[src/rtl/ps2_key_sequencer_pkg.sv]
// Shared PS/2 definitions: protocol prefix bytes, sequencer state encoding
// and the key-event record carried through the key FIFO.
package ps2_pkg;

  localparam logic [7:0] PS2_EXT = 8'hE0;
  localparam logic [7:0] PS2_BRK = 8'hF0;

  typedef enum logic [2:0] {
    ST_IDLE  = 3'd0,
    ST_PRESS = 3'd1,
    ST_BREAK = 3'd2,
    ST_DROP  = 3'd3,
    ST_WAIT  = 3'd4
  } ps2_seq_state_t;

  typedef struct packed {
    logic       ext;
    logic [7:0] code;
  } key_evt_t;

endpackage

[src/rtl/ps2_key_sequencer_if.sv]
// Key-event stream from the sequencer to its consumer (valid/ready, FWFT head).
interface ps2_key_sequencer_if;

  logic       key_valid;
  logic       key_ready;
  logic [7:0] key_code;
  logic       key_ext;

  modport master (
    output key_valid,
    output key_code,
    output key_ext,
    input  key_ready
  );

  modport slave (
    input  key_valid,
    input  key_code,
    input  key_ext,
    output key_ready
  );

endinterface

[src/rtl/ps2_key_fifo.sv]
// First-word fall-through FIFO with valid/ready pop, occupancy count and a
// one-cycle drop pulse when a push is refused because the FIFO is full.
module ps2_key_fifo #(
  parameter int DEPTH = 4,
  parameter int WIDTH = 9
) (
  input  logic                           clk,
  input  logic                           rst_n,
  input  logic                           push,
  input  logic [WIDTH-1:0]               push_data,
  input  logic                           out_ready,
  output logic                           out_valid,
  output logic [WIDTH-1:0]               out_data,
  output logic [$clog2(DEPTH+1)-1:0]     count,
  output logic                           drop
);

  localparam int PTR_W = $clog2(DEPTH);
  localparam int CNT_W = $clog2(DEPTH+1);

  logic [WIDTH-1:0] mem_q [DEPTH];
  logic [PTR_W-1:0] rd_q, rd_d;
  logic [PTR_W-1:0] wr_q, wr_d;
  logic [CNT_W-1:0] count_q, count_d;
  logic             full;
  logic             pop;
  logic             wr_en;

  // A pop frees the head slot in the same cycle, so a full FIFO still accepts
  // a simultaneous push.
  always_comb begin
    full    = (count_q == CNT_W'(DEPTH));
    pop     = (count_q != '0) && out_ready;
    wr_en   = push && (!full || pop);
    drop    = push && full && !pop;
    rd_d    = rd_q + PTR_W'(pop);
    wr_d    = wr_q + PTR_W'(wr_en);
    count_d = count_q + CNT_W'(wr_en) - CNT_W'(pop);
  end

  always_ff @(posedge clk or negedge rst_n) begin
    if (!rst_n) begin
      rd_q    <= '0;
      wr_q    <= '0;
      count_q <= '0;
    end else begin
      rd_q    <= rd_d;
      wr_q    <= wr_d;
      count_q <= count_d;
    end
  end

  always_ff @(posedge clk) begin
    if (wr_en) mem_q[wr_q] <= push_data;
  end

  assign out_valid = (count_q != '0);
  assign out_data  = out_valid ? mem_q[rd_q] : '0;
  assign count     = count_q;

endmodule

[src/rtl/ps2_key_sequencer.sv]
// PS/2 scan-code sequencer: turns raw bytes into key events (E0 extension,
// typematic suppression, stray-break rejection, post-release lockout).
module ps2_key_sequencer
  import ps2_pkg::*;
#(
  parameter int WAIT_CYCLES = 5000,
  parameter int FIFO_DEPTH  = 4,
  parameter int CNT_W       = $clog2(WAIT_CYCLES+1)
) (
  input  logic                                CLOCK_50,
  input  logic                                rst_n,
  input  logic [7:0]                          rx_data,
  input  logic                                rx_en,
  input  logic                                step_en,
  input  logic                                clr_ovf,
  ps2_key_sequencer_if.master                 key_if,
  output logic [$clog2(FIFO_DEPTH+1)-1:0]     fifo_count,
  output logic                                step,
  output logic                                held,
  output logic                                overflow
);

  ps2_seq_state_t   state_q, state_d;
  logic             ext_q, ext_d;
  logic [7:0]       code_q, code_d;
  logic             cext_q, cext_d;
  logic [CNT_W-1:0] cnt_q, cnt_d;
  logic             held_q, held_d;
  logic             step_q, step_d;
  logic             ovf_q, ovf_d;
  logic             push;
  logic             fifo_drop;
  key_evt_t         push_evt;
  key_evt_t         head_evt;

  always_comb begin
    state_d  = state_q;
    ext_d    = ext_q;
    code_d   = code_q;
    cext_d   = cext_q;
    cnt_d    = cnt_q;
    held_d   = held_q;
    step_d   = 1'b0;
    push     = 1'b0;
    push_evt = '{ext: ext_q, code: rx_data};

    case (state_q)
      ST_IDLE: if (rx_en) begin
        if (rx_data == PS2_EXT) begin
          ext_d = 1'b1;
        end else if (rx_data == PS2_BRK) begin
          state_d = ST_DROP;
        end else begin
          code_d  = rx_data;
          cext_d  = ext_q;
          ext_d   = 1'b0;
          push    = 1'b1;
          held_d  = 1'b1;
          state_d = ST_PRESS;
        end
      end
      // Repeats of the held code are typematic; other codes are rollover noise.
      ST_PRESS: if (rx_en) begin
        if (rx_data == code_q) begin
          ext_d = ext_q;
        end else if (rx_data == PS2_EXT) begin
          ext_d = 1'b1;
        end else if (rx_data == PS2_BRK) begin
          state_d = ST_BREAK;
        end else begin
          ext_d = 1'b0;
        end
      end
      ST_BREAK: if (rx_en) begin
        ext_d = 1'b0;
        if ((rx_data == code_q) && (ext_q == cext_q)) begin
          step_d  = step_en;
          held_d  = 1'b0;
          cnt_d   = '0;
          state_d = ST_WAIT;
        end else begin
          state_d = ST_PRESS;
        end
      end
      ST_DROP: if (rx_en) begin
        ext_d   = 1'b0;
        state_d = ST_IDLE;
      end
      ST_WAIT: begin
        if (cnt_q == CNT_W'(WAIT_CYCLES-1)) state_d = ST_IDLE;
        else                                cnt_d   = cnt_q + CNT_W'(1);
      end
      default: state_d = ST_IDLE;
    endcase

    ovf_d = fifo_drop || (ovf_q && !clr_ovf);
  end

  always_ff @(posedge CLOCK_50 or negedge rst_n) begin
    if (!rst_n) begin
      state_q <= ST_IDLE;
      ext_q   <= 1'b0;
      code_q  <= '0;
      cext_q  <= 1'b0;
      cnt_q   <= '0;
      held_q  <= 1'b0;
      step_q  <= 1'b0;
      ovf_q   <= 1'b0;
    end else begin
      state_q <= state_d;
      ext_q   <= ext_d;
      code_q  <= code_d;
      cext_q  <= cext_d;
      cnt_q   <= cnt_d;
      held_q  <= held_d;
      step_q  <= step_d;
      ovf_q   <= ovf_d;
    end
  end

  ps2_key_fifo #(
    .DEPTH (FIFO_DEPTH),
    .WIDTH ($bits(key_evt_t))
  ) u_fifo (
    .clk       (CLOCK_50),
    .rst_n     (rst_n),
    .push      (push),
    .push_data (push_evt),
    .out_ready (key_if.key_ready),
    .out_valid (key_if.key_valid),
    .out_data  (head_evt),
    .count     (fifo_count),
    .drop      (fifo_drop)
  );

  assign key_if.key_code = head_evt.code;
  assign key_if.key_ext  = head_evt.ext;
  assign step            = step_q;
  assign held            = held_q;
  assign overflow        = ovf_q;

endmodule

[src/flat_wrapper.sv]
// flat-port wrapper written by rule: the top's interface ports become plain ports
module ps2_key_sequencer_flat import ps2_pkg::*;
#(
  parameter int WAIT_CYCLES = 5000,
  parameter int FIFO_DEPTH  = 4,
  parameter int CNT_W       = $clog2(WAIT_CYCLES+1)
)
  (CLOCK_50, rst_n, rx_data, rx_en, step_en, clr_ovf, fifo_count, step, held, overflow, key_if_key_valid, key_if_key_code, key_if_key_ext, key_if_key_ready);
  ps2_key_sequencer_if key_if_i ();
  input  logic CLOCK_50;
  input  logic rst_n;
  input  logic [7:0] rx_data;
  input  logic rx_en;
  input  logic step_en;
  input  logic clr_ovf;
  output logic [$clog2(FIFO_DEPTH+1)-1:0] fifo_count;
  output logic step;
  output logic held;
  output logic overflow;
  output wire logic [$bits(key_if_i.key_valid)-1:0] key_if_key_valid;
  output wire logic [$bits(key_if_i.key_code)-1:0] key_if_key_code;
  output wire logic [$bits(key_if_i.key_ext)-1:0] key_if_key_ext;
  input wire logic [$bits(key_if_i.key_ready)-1:0] key_if_key_ready;
  assign key_if_key_valid = key_if_i.key_valid;
  assign key_if_key_code = key_if_i.key_code;
  assign key_if_key_ext = key_if_i.key_ext;
  assign key_if_i.key_ready = key_if_key_ready;
  ps2_key_sequencer #(.WAIT_CYCLES(WAIT_CYCLES), .FIFO_DEPTH(FIFO_DEPTH), .CNT_W(CNT_W)) u_core (.CLOCK_50(CLOCK_50), .rst_n(rst_n), .rx_data(rx_data), .rx_en(rx_en), .step_en(step_en), .clr_ovf(clr_ovf), .key_if(key_if_i), .fifo_count(fifo_count), .step(step), .held(held), .overflow(overflow));
endmodule
[config.mk]
export PLATFORM = sky130hd
export DESIGN_NAME = ps2_key_sequencer_flat
export DESIGN_NICKNAME = d
export VERILOG_FILES = /design/src/rtl/ps2_key_sequencer_pkg.sv /design/src/rtl/ps2_key_sequencer_if.sv /design/src/rtl/ps2_key_fifo.sv /design/src/rtl/ps2_key_sequencer.sv /design/src/flat_wrapper.sv
export SDC_FILE = /design/constraint.sdc
export NUM_CORES = 1
export LEC_CHECK = 0
export BUFFER_PORTS_ARGS = -buffer_cell sky130_fd_sc_hd__buf_2
export CORE_MARGIN = 3
export CORE_UTILIZATION = 60
export CTS_BUF_LIST = sky130_fd_sc_hd__clkbuf_8
export DETAILED_ROUTE_END_ITERATION = 8
export GPL_TIMING_DRIVEN = 0
export HOLD_SLACK_MARGIN = 0.08
export PLACE_DENSITY = 0.77
export SLEW_MARGIN = 15
export SYNTH_ARGS = -nofsm -noshare
export SYNTH_HDL_FRONTEND = slang
export SYNTH_SLANG_ARGS = --single-unit
[constraint.sdc]
create_clock -name CLOCK_50 -period 7.75 [get_ports CLOCK_50]
set_input_delay 1.9375 -clock CLOCK_50 [delete_from_list [all_inputs] [get_ports CLOCK_50]]
set_output_delay 1.9375 -clock CLOCK_50 [all_outputs]
set_load 0.01 [all_outputs]
==> metrics.md, run 1 <==
| Metric | Value |
|---|---|
| Vertical die dimension | 80.40 um |
| Relative contribution of the clock network to total power | 30.1% |
| Predominant post-synthesis flop cell | edfxtp_1 |
| Starting DRT DRC Count | 106 |
| Total Negative Setup Slacks | 0 ps |
| Ratio of cells with drive above 1 in the final layout | 27.15% |
| Classification of the worst-slack hold path | flop to flop |
| Root buffer cell | clkbuf_8 |
| Width of the chip | 80.40 um |
| Clock insertion delay at the later pin of the skew report | 330 ps |
| Worst rel slew slack | 45.20% |
| Final routed DRC violation total | 0 |
| Via count of the first global-routing pass | 1,993 |
| Slowest cell on crit path | a2111oi_1 |
| Switching Share | 27.30% |
| Post-Syn Area per Cell | 13.50 um^2 |
| Net count reported at finish | 306 |
| Outcome | finished, final reports clean |
| Number of cells produced by synthesis | 246 |
| Maximum root-to-sink buffer count | 2 |
| Total number of vias | 2,094 |
| Number of nets still failing antenna checks after routing | 0 |
| Number of max-cap violations | 0 |
| Leakage power figure | 1.430 nW |
| Endpoints failing hold | 0 |
| Share of the core filled with cells in the final layout | 71.98% |
| Clk sink count | 72 |
| Worst ir drop on vdd | 0.1562 mV |
| Routability cong. | 0.7816 |
| Type of element capturing the critical path | flop |
| Post-CTS setup repair buffer count | 0 |
| Kind of critical path | input pin to flop |
| Combinational cell fraction of total power | 24.0% |
| Floorplan die area | 0.006463 mm^2 |
| Post-CTS resize count | 0 |
| Unrepaired setup endpoints after global routing | false |
| Area of placed instances | 0.003563 mm^2 |
| Required time at the endpoint of the critical path | 7970 ps |
| TritonCTS clock tree | built |
| Number of enable flip-flop cells after synthesis | 36 |
| PD cells | 261.8 mW/mm^2 |
| Min Clock Period, post-route | 4012 ps |
| Net switching power figure | 0.2694 mW |
| Initial Util | 63.40% |
| Highest net fanout along the worst path | 7 |
| Fraction of synthesis flops using an asynchronous set or reset pin | 50.00% |
| Bufs and invs on worst path | 3 |
| Seq cells post-synth | 72 |
| Core Rows | 26 |
| Worst slack at placement | 3362 ps |
| Top Ports | 30 |
| Drt wl/cell | 16.28 um |
| Syn Nets | 266 |
| Global-route usage over all layers | 20.91% |
| Sequential share of power | 46.0% |
| Share of the yosys chip area belonging to registers | 59.68% |
| Count of inserted antenna diode cells | 0 |
| Syn. warnings | 0 |
| H-tree levels | 3 |
| Cell-internal power | 0.7174 mW |
| Synth-to-Final Area Change | 13.53% |
| Netlist cell types | 48 |
| Filler cell count in the final layout | 375 |
| GRT Residual Overflow | 0 |
| Crit path max-delay family | adder cells |
| Clock transition at the registers of the reported paths | 70 ps |
| Upper clock frequency limit | 249.2 MHz |
| Type of origin of the critical path | input pin |
| Antenna violations before repair | 0 |
| Cts bufs inserted | 9 |
| Core ar. | 0.005238 mm^2 |
| Share of the cycle needed by the critical path after routing | 51.77% |
| Drt pass-1 iters | 4 |
| Slowest Stage Delay on Critical Path | 510 ps |
| First-pass GRT wire length | 9832 um |
| WP data arrival | 4230 ps |
| Ordered list of cells on the worst path | buf_2 -> nor3b_1 -> a2111oi_1 -> nand2b_1 -> ha_1 -> inv_1 -> ha_1 -> inv_1 -> fa_1 -> xnor2_1 -> xnor2_1 |
| Count of hold-fix buffers inserted at cts | 0 |
| Post-layout instance area | 0.003770 mm^2 |
| Tightest Pin Transition | 819.0 ps |
| DPL Wire Length | 4055 um |
| Largest net degree at the start of global routing | 37 |
| Post-route setup slack | 3738 ps |
| Total wirelength of the detailed-routed design | 5876 um |
| Post-Syn Area | 0.003321 mm^2 |
| Vias/cell | 5.801 |
| Final slew viol count | 0 |
| Number of input and output port buffers inserted | 29 |
| Clock Skew | 4.538 ps |
| Min Hold Slack | 501.7 ps |
| Setup violation total in the final timing report | 0 |
| Most frequent cells in the layout | 36 x dfrtp_1, 36 x edfxtp_1, 32 x buf_2 |
## cells by family after synthesis
family                     count (synthesis)  share of synthesized area [%]
AOI/OAI and AO/OA                         42                          9.910
xor gates and xnor gates                  13                          3.429
adders and majority gates                  6                          2.487
buffers and inverters                     20                          2.600
DFF                                       72                          59.68
muxes                                     18                          9.156
and+or+nand+nor                           75                          12.74
## power groups by stage
stage	combinational, mW	sequential, mW	clock (mW)
3_5_place_dp	0.240	0.462	0
6_report	0.237	0.454	0.297
4_1_cts	0.242	0.455	0.304
2_1_floorplan	0.162	0.461	0
3_3_place_gp	0.232	0.459	0
5_1_grt	0.264	0.458	0.318
## through the flow
step,power (mW),std cells
CTS,1.000,361
global route,1.041,361
detailed placement,0.7027,345
global placement,0.6906,345
finish,0.9868,361
floorplan,0.6223,246
## sequential cells by signal (all words and copies together), names as in the netlist
signal and flops:
u_core.held 1, u_core.u_fifo.mem_q 36, u_core.cext_q 1, u_core.u_fifo.rd_q 2, u_core.u_fifo.count 3, u_core.code_q 8
u_core.ext_q 1, u_core.overflow 1, u_core.u_fifo.wr_q 2, u_core.step 1, u_core.cnt_q 13, u_core.state_q 3
## path summary, 6_finish.rpt
path | start | endpoint | slack [ps] | cells after the start
worst max-delay path | rx_data[5] | u_core.u_fifo.count[2] | 3740 | 11
worst min-delay path | u_core.held | u_core.held | 500 | 1
worst max register to register | u_core.state_q[2] | u_core.u_fifo.count[2] | 4970 | 10
worst min register to register | u_core.held | u_core.held | 500 | 1
max in group asynchronous | rst_n | u_core.code_q[4] | 5540 | 1
min in group asynchronous | rst_n | u_core.u_fifo.rd_q[0] | 1700 | 1
## cell usage after synthesis (3+ instances only)
| library cell | number | area [um^2] |
|---|---|---|
| dfrtp_1 | 36 | 900.9 |
| edfxtp_1 | 36 | 1081 |
| nand2_1 | 14 | 52.55 |
| nor2b_1 | 14 | 87.58 |
| nor2_1 | 11 | 41.29 |
| xnor2_1 | 11 | 96.34 |
| a31oi_1 | 9 | 56.30 |
| mux2_2 | 9 | 101.4 |
| mux4_2 | 9 | 202.7 |
| inv_1 | 8 | 30.03 |
| and3_1 | 7 | 43.79 |
| nand2b_1 | 6 | 37.54 |
| nand3_1 | 6 | 30.03 |
| a21oi_1 | 5 | 25.02 |
| clkbuf_1 | 5 | 18.77 |
| ha_1 | 5 | 62.56 |
| nor3_1 | 4 | 20.02 |
| o21ai_1 | 4 | 20.02 |
| a21o_1 | 3 | 22.52 |
| a21oi_2 | 3 | 26.28 |
| buf_2 | 3 | 15.01 |
| nand4_1 | 3 | 18.77 |
| o21a_1 | 3 | 22.52 |
## metal layers
| layer | vias to the layer above | track usage (%) | wire (um) | part of all wire [%] |
|---|---|---|---|---|
| li1 | 1001 | - | - | - |
| met4 | 0 | 8.615 | 110 | 1.9 |
| met1 | 1038 | 28.60 | 2625 | 45 |
| met3 | 10 | 3.700 | 236 | 4.0 |
| met2 | 45 | 33.28 | 2903 | 49 |
| met5 | - | 0 | 0 | 0 |
## cell type report
class                           count  area [um^2]  share of cell area, %
Timing Repair Buffer               29        145.1                  3.850
Buffer                             11        52.55                  1.394
Clock inverter                      5        55.05                  1.460
Sequential cell                    72         1982                  52.57
Multi-Input combinational cell    154         1262                  33.49
Clock buffer                       11        151.4                  4.016
Inverter                            9        33.78                 0.8961
Tap cell                           70        87.58                  2.323
No activity file was read; power rests on OpenSTA's default activity.
==> run 2, diff against run 1 <==
ABC_AREA = 1   (was not set)
CORE_UTILIZATION = 56   (was 60)
PLACE_DENSITY = 0.75   (was 0.77)
clock period = 3.3 ns   (was 7.75 ns; I/O delays follow)
==> run 2 against run 1 <==
Clock-buffer cell count down 1; final area increased by 6.3%; combinational power grew to 2.6 times the previous value; sequential cell count is the same; via count up 30%; largest cell class unchanged; highest routed layer unchanged.
==> metrics.md, run 2 <==
| Metric | Value |
|---|---|
| Outcome | finished, final reports clean |
| Vertical die dimension | 85.87 um (+6.8%) |
| Number of nets still failing antenna checks after routing | 0 (unchanged) |
| Vias/cell | 5.228 (-9.9%) |
| Seq cells post-synth | 72 (unchanged) |
| Number of max-cap violations | 0 (unchanged) |
| Total wirelength of the detailed-routed design | 7181 um (+22%) |
| Slowest Stage Delay on Critical Path | 380 ps (-130 ps) |
| Min Clock Period, post-route | 2855 ps |
| GRT Residual Overflow | 0 (unchanged) |
| Registers with the highest flip-flop counts | u_core.u_fifo.mem_q x36, u_core.cnt_q x13, u_core.code_q x8 |
| Synth-to-Final Area Change | 12.15% |
| Width of the chip | 85.87 um (+6.8%) |
| Upper clock frequency limit | 350.3 MHz |
| Number of cells produced by synthesis | 402 (+63%) |
| Filler cell count in the final layout | 499 (+33%) |
| Post-Syn Area per Cell | 8.886 um^2 (-34%) |
| Global-route usage over all layers | 21.69% (+0.79 points) |
| Slowest cell on crit path | dfrtp_1 |
| Largest net degree at the start of global routing | 37 (unchanged) |
| Share of the yosys chip area belonging to registers | 55.48% (-4.2 points) |
| Worst ir drop on vdd | 0.5315 mV (+240%) |
| Share of the cycle needed by the critical path after routing | 86.52% |
| First-pass GRT wire length | 12,370 um (+26%) |
| Min Hold Slack | 499.3 ps (-2.365 ps) |
| H-tree levels | 3 (unchanged) |
| Tightest Pin Transition | 808.0 ps (-11.03 ps) |
| Required time at the endpoint of the critical path | 2470 ps (-5500 ps) |
| Most frequent cells in the layout | 98 x nand2_1, 54 x nor2_1, 36 x dfrtp_1, 36 x edfxtp_1, 35 x inv_1 |
| Worst setup path startpoint | u_core.u_fifo.rd_q[0] |
| Number of enable flip-flop cells after synthesis | 36 (unchanged) |
| Top cell by count, worst path | buf_2 |
| Syn. warnings | 0 (unchanged) |
| Core Rows | 28 (+7.7%) |
| Total number of vias | 2,729 (+30%) |
| Highest net fanout along the worst path | 10 (+3) |
| Predominant post-synthesis flop cell | edfxtp_1 |
| Clock Skew | 11.09 ps (+6.556 ps) |
| Via count of the first global-routing pass | 2,617 (+31%) |
| Syn Nets | 422 (+59%) |
| R2R cell count | 9 (-1) |
| Initial Util | 58.94% (-4.5 points) |
| Drt wl/cell | 13.76 um (-15%) |
| Cell with the most instances after synthesis | nand2_1 |
| Critical path destination | key_if_key_code[5] |
| Final routed DRC violation total | 0 (unchanged) |
| Drt pass-1 iters | 4 (unchanged) |
| Fraction of synthesis flops using an asynchronous set or reset pin | 50.00% (unchanged) |
| Leakage power figure | 1.745 nW (+22%) |
| Type of element capturing the critical path | output port |
| Post-CTS setup repair buffer count | 0 (unchanged) |
| Leading cell types by count after synthesis | 98 x nand2_1, 54 x nor2_1, 36 x dfrtp_1, 36 x edfxtp_1, 34 x inv_1 |
| PD cells | 558.5 mW/mm^2 (+110%) |
| Total Negative Setup Slacks | 0 ps (unchanged) |
| Post-Syn Area | 0.003572 mm^2 (+7.6%) |
| Classification of the worst-slack hold path | flop to flop |
| Largest register by flop count | u_core.u_fifo.mem_q |
| Top cell type by total area after synthesis | edfxtp_1 |
| Core ar. | 0.006061 mm^2 (+16%) |
| TritonCTS clock tree | built |
| Floorplan die area | 0.007373 mm^2 (+14%) |
| Kind of critical path | flop to output port |
| Number of input and output port buffers inserted | 29 (unchanged) |
| Ordered list of cells on the worst path | buf_2 -> inv_1 -> clkbuf_1 -> o21ai_0 -> a21oi_1 -> buf_2 |
| Root buffer cell | clkbuf_8 |
| Most common library cell in the layout ignoring fill and taps | nand2_1 |
| Top cell type's share of synthesized area | 30.26% (-2.3 points) |
| Maximum root-to-sink buffer count | 2 (unchanged) |
| Setup violation total in the final timing report | 0 (unchanged) |
| Cts bufs inserted | 9 (unchanged) |
| Post-CTS resize count | 0 (unchanged) |
| Clock transition at the registers of the reported paths | 70 ps (about the same) |
| Routability cong. | 0.9036 (+16%) |
| Max reg flops | 36 (unchanged) |
| Clk sink count | 72 (unchanged) |
| Netlist cell types | 33 (-31%) |
| Seq. cell area | 0.001982 mm^2 (unchanged) |
| Count of hold-fix buffers inserted at cts | 0 (unchanged) |
| Share of the core filled with cells in the final layout | 66.10% (-5.9 points) |
| Ratio of cells with drive above 1 in the final layout | 19.91% (-7.2 points) |
| Net count reported at finish | 462 (+51%) |
| Worst reg2reg endpoint | u_core.u_fifo.count[2] |
| Worst rel slew slack | 46.13% (+0.94 points) |
| Antenna violations before repair | 0 (unchanged) |
| Clock insertion delay at the later pin of the skew report | 350 ps (+20 ps) |
| Type of origin of the critical path | flop |
| Endpoints failing hold | 0 (unchanged) |
| Starting DRT DRC Count | 229 (+120%) |
| Cell types occupying the most area after synthesis | edfxtp_1 30%, dfrtp_1 25%, nand2_1 10% |
| Startpoint of the worst-slack reg-to-reg timing path | u_core.u_fifo.count[1] |
| Count of inserted antenna diode cells | 0 (unchanged) |
| Area used by multi-input combinational logic | 0.001378 mm^2 (+9.1%) |
| Top Ports | 30 (unchanged) |
| WP data arrival | 2030 ps (-2200 ps) |
| Unrepaired setup endpoints after global routing | false |
| Setup slack of the most critical reg-to-reg path | 860 ps (-4110 ps) |
| Final slew viol count | 0 (unchanged) |
| DPL Wire Length | 5102 um (+26%) |
==> run 2: logic make-up after synthesis <==
logic type | share of synthesized area [%]
and+or+nand+nor | 26.76
buffers and inverters | 6.515
adders and majority gates | 2.312
DFF | 55.48
xor gates and xnor gates | 2.452
AOI/OAI and AO/OA | 6.480
==> run 2: how the worst min path moves through the flow <==
stage                     cells after the start               endpoint                   from  slack, ps
after floorplan                               2        u_core.cnt_q[1]        u_core.cnt_q[1]        470
after global placement                        1  u_core.u_fifo.rd_q[0]  u_core.u_fifo.rd_q[0]        480
after detailed placement                      1  u_core.u_fifo.rd_q[0]  u_core.u_fifo.rd_q[0]        490
after CTS                                     1  u_core.u_fifo.rd_q[0]  u_core.u_fifo.rd_q[0]        500
after global routing                          1  u_core.u_fifo.rd_q[0]  u_core.u_fifo.rd_q[0]        530
final                                         1  u_core.u_fifo.rd_q[0]  u_core.u_fifo.rd_q[0]        500
==> run 2: cell type report <==
class                   instances  area share (%)
multi-input cells             275           34.38
inverters                      47           4.466
well taps                      75           2.342
repair buffers                 29           3.623
clock buffers                  10           3.435
plain buffers                   8           1.343
clock inverters                 6          0.9369
flip-flops and latches         72           49.47
==> run 2: worst max-delay path: cells and delay by family, from the launching register on <==
family          cells  cell delay [ps]
compound gates      2              330
flops               1              380
buf+inv             4              980
==> run 2: routing by layer <==
layer,vias up,GRT usage [%],wire length [um]
li1,1379,-,-
met1,1275,30.17,3358
met2,66,34.06,3387
met3,9,3.458,341
met4,0,8.921,93
met5,-,0,0
==> run 2: per-stage QoR <==
stage	power, mW	area, um^2	cells	setup WS, ps
final	2.238	4006	522	445.0
after global routing	2.381	4006	522	221.8
after CTS	2.257	4006	522	422.5
after detailed placement	1.653	3831	506	333.4
after global placement	1.633	3811	506	114.5
after floorplan	1.420	3572	402	828.4
==> run 2: report_power, final <==
part | total [mW] | switching, mW | internal, mW
registers | 1.01 | 0.0310 | 0.977
clock network | 0.611 | 0.322 | 0.289
logic | 0.618 | 0.383 | 0.235
total | 2.24 | 0.736 | 1.50
==> run 3, diff against run 2 <==
CORE_UTILIZATION = 60   (was 56)
PLACE_DENSITY = 0.77   (was 0.75)
clock period = 2.9 ns   (was 3.3 ns; I/O delays follow)
==> run 3 against run 2 <==
Hold slack worse by 22 ps; die area is 6.2% lower; global-route usage is 0.54 points higher; sequential share of layout area is 0.062 points lower; non-clock buffer count stayed put; combinational power is 13% higher; utilization is 5.0 points higher; via count is 0.37% higher; setup slack worse by 220 ps; first-iteration DRC count is 2.6% higher; critical path type unchanged; critical endpoint is now key_if_key_ext; largest power group unchanged; highest routed layer unchanged.
==> metrics.md, run 3 (synthesis gave the netlist of run 2 again) <==
| Metric | Value |
|---|---|
| Final routed DRC violation total | 0 (unchanged) |
| Crit path max-delay family | buffers and inverters |
| Number of nets still failing antenna checks after routing | 0 (unchanged) |
| Synth-to-Final Area Change | 12.29% |
| Leakage power figure | 1.756 nW (+0.61%) |
| Post-route setup slack | 222.7 ps (-222.3 ps) |
| Tightest Pin Transition | 1085 ps (+276.7 ps) |
| Worst ir drop on vdd | 0.4409 mV (-17%) |
| Clock transition at the registers of the reported paths | 80 ps (about the same) |
| Largest register by flop count | u_core.u_fifo.mem_q |
| Floorplan die area | 0.006916 mm^2 (-6.2%) |
| Final total power | 2.607 mW (+16%) |
| Total Negative Setup Slacks | 0 ps (unchanged) |
| Maximum root-to-sink buffer count | 2 (unchanged) |
| Drt wl/cell | 13.61 um (-1.1%) |
| TritonCTS clock tree | built |
| Slowest cell on crit path | dfrtp_1 |
| Vertical die dimension | 83.16 um (-3.2%) |
| Switching Share | 32.03% (-0.87 points) |
| Post-CTS setup repair buffer count | 0 (unchanged) |
| GRT Residual Overflow | 0 (unchanged) |
| Area used by multi-input combinational logic | 0.001373 mm^2 (-0.36%) |
| Ratio of cells with drive above 1 in the final layout | 19.69% (-0.22 points) |
| Clock Skew | 13.72 ps (+2.629 ps) |
| Final slew viol count | 0 (unchanged) |
| Via count of the first global-routing pass | 2,656 (+1.5%) |
| Clk sink count | 72 (unchanged) |
| Core Rows | 27 (-3.6%) |
| Min Hold Slack | 477.1 ps (-22.18 ps) |
| Slowest Stage Delay on Critical Path | 380 ps (about the same) |
| Worst slack at placement | -187.4 ps (-520.8 ps) |
| Largest net degree at the start of global routing | 37 (unchanged) |
| Highest net fanout along the worst path | 10 (unchanged) |
| Net count reported at finish | 462 (unchanged) |
| Top Ports | 30 (unchanged) |
| Count of inserted antenna diode cells | 0 (unchanged) |
| Starting DRT DRC Count | 235 (+2.6%) |
| Drt pass-1 iters | 5 (+1) |
| Max reg flops | 36 (unchanged) |
| Initial Util | 63.32% (+4.4 points) |
| Share of the cycle needed by the critical path after routing | 92.32% |
| Registers with the highest flip-flop counts | u_core.u_fifo.mem_q x36, u_core.cnt_q x13, u_core.code_q x8 |
| Filler cell count in the final layout | 454 (-9.0%) |
| Core ar. | 0.005642 mm^2 (-6.9%) |
| Endpoints failing hold | 0 (unchanged) |
| Unrepaired setup endpoints after global routing | false |
| Total number of vias | 2,739 (+0.37%) |
| Min Clock Period, post-route | 2677 ps |
| Global-route usage over all layers | 22.23% (+0.54 points) |
| Upper clock frequency limit | 373.5 MHz |
| Kind of critical path | flop to output port |
| Classification of the worst-slack hold path | input pin to asynchronous set/reset pin |
| Relative contribution of the clock network to total power | 29.1% (+1.8 points) |
| Outcome | finished, final reports clean |
| Bufs and invs on worst path | 4 (unchanged) |
| Clock insertion delay at the later pin of the skew report | 340 ps (about the same) |
| Seq. cell area | 0.001982 mm^2 (unchanged) |
| Ordered list of cells on the worst path | buf_2 -> inv_1 -> clkbuf_1 -> o21ai_0 -> a21oi_1 -> buf_2 |
| Top cell by count, worst path | buf_2 |
| Cell-internal power | 1.772 mW (+18%) |
| Post-CTS resize count | 0 (unchanged) |
| Antenna violations before repair | 0 (unchanged) |
| Cts bufs inserted | 9 (unchanged) |
| PD cells | 649.8 mW/mm^2 (+16%) |
| Combinational cell fraction of total power | 26.8% (-0.8 points) |
| Count of hold-fix buffers inserted at cts | 0 (unchanged) |
| Net switching power figure | 0.8349 mW (+13%) |
| Total wirelength of the detailed-routed design | 7062 um (-1.7%) |
| Vias/cell | 5.277 (+0.95%) |
| Number of max-cap violations | 0 (unchanged) |
| Routability cong. | 0.9158 (+1.4%) |
| H-tree levels | 3 (unchanged) |
| Required time at the endpoint of the critical path | 2170 ps (-300 ps) |
| Most frequent cells in the layout | 98 x nand2_1, 54 x nor2_1, 36 x dfrtp_1, 36 x edfxtp_1, 35 x inv_1 |
| First-pass GRT wire length | 12,470 um (+0.78%) |
| Width of the chip | 83.16 um (-3.2%) |
| Sequential share of power | 44.1% (-1.0 points) |
| Root buffer cell | clkbuf_8 |
| DPL Wire Length | 5052 um (-0.99%) |
| Setup violation total in the final timing report | 0 (unchanged) |
| Most common library cell in the layout ignoring fill and taps | nand2_1 |
| Type of element capturing the critical path | output port |
| WP data arrival | 1950 ps (-80 ps) |
| Type of origin of the critical path | flop |
| Number of input and output port buffers inserted | 29 (unchanged) |
| Worst rel slew slack | 27.13% (-19 points) |
[run 3: worst reg2reg max path, cell delays in order, from the launching register on]
cell and delay [ps]:
dfrtp_1 430, inv_2 100, nand2_1 90, nor2_2 190
nand4_1 350, nor3_1 940
[run 3: layout make-up]
type,count,share of cell area (%)
clock inverters,7,1.622
well taps,72,2.246
multi-input cells,275,34.22
clock buffers,9,3.088
plain buffers,8,1.341
repair buffers,29,3.618
inverters,47,4.460
flip-flops and latches,72,49.41
[run 3: through the flow]
step,cells,util (%),cell area (um^2)
2_1_floorplan,402,-,3572
3_3_place_gp,503,67.49,3807
3_5_place_dp,503,67.66,3817
4_1_cts,519,71.01,4006
5_1_grt,519,71.10,4011
6_report,519,71.10,4011
[run 3: power groups by stage]
stage	Clock (mW)	Sequential [mW]	Combinational, mW
2_1_floorplan	0	1.18	0.441
3_5_place_dp	0	1.17	0.701
5_1_grt	0.820	1.15	0.799
4_1_cts	0.764	1.15	0.705
6_report	0.759	1.15	0.699
3_3_place_gp	0	1.17	0.678
[run 3: final timing paths]
kind / startpoint / to / slack (ps) / depth (start not counted)
worst max-delay path: u_core.u_fifo.rd_q[0] / key_if_key_ext / 220 / 6
worst min-delay path: rst_n / u_core.cnt_q[1] / 480 / 1
worst max register to register: u_core.state_q[2] / u_core.u_fifo.mem_q[2][8] / 430 / 5
worst min register to register: u_core.u_fifo.rd_q[0] / u_core.u_fifo.rd_q[0] / 500 / 1
max in group asynchronous: rst_n / u_core.step / 1900 / 1
min in group CLOCK_50: u_core.u_fifo.rd_q[0] / u_core.u_fifo.rd_q[0] / 500 / 1
[run 3: metal layers]
layer  track usage (%)  vias to the layer above  routed length, um
li1                  -                     1379                  -
met1             32.98                     1256               3395
met2             33.89                       95               3215
met3             3.373                        9                365
met4             7.132                        0                 86
met5                 0                        -                  0
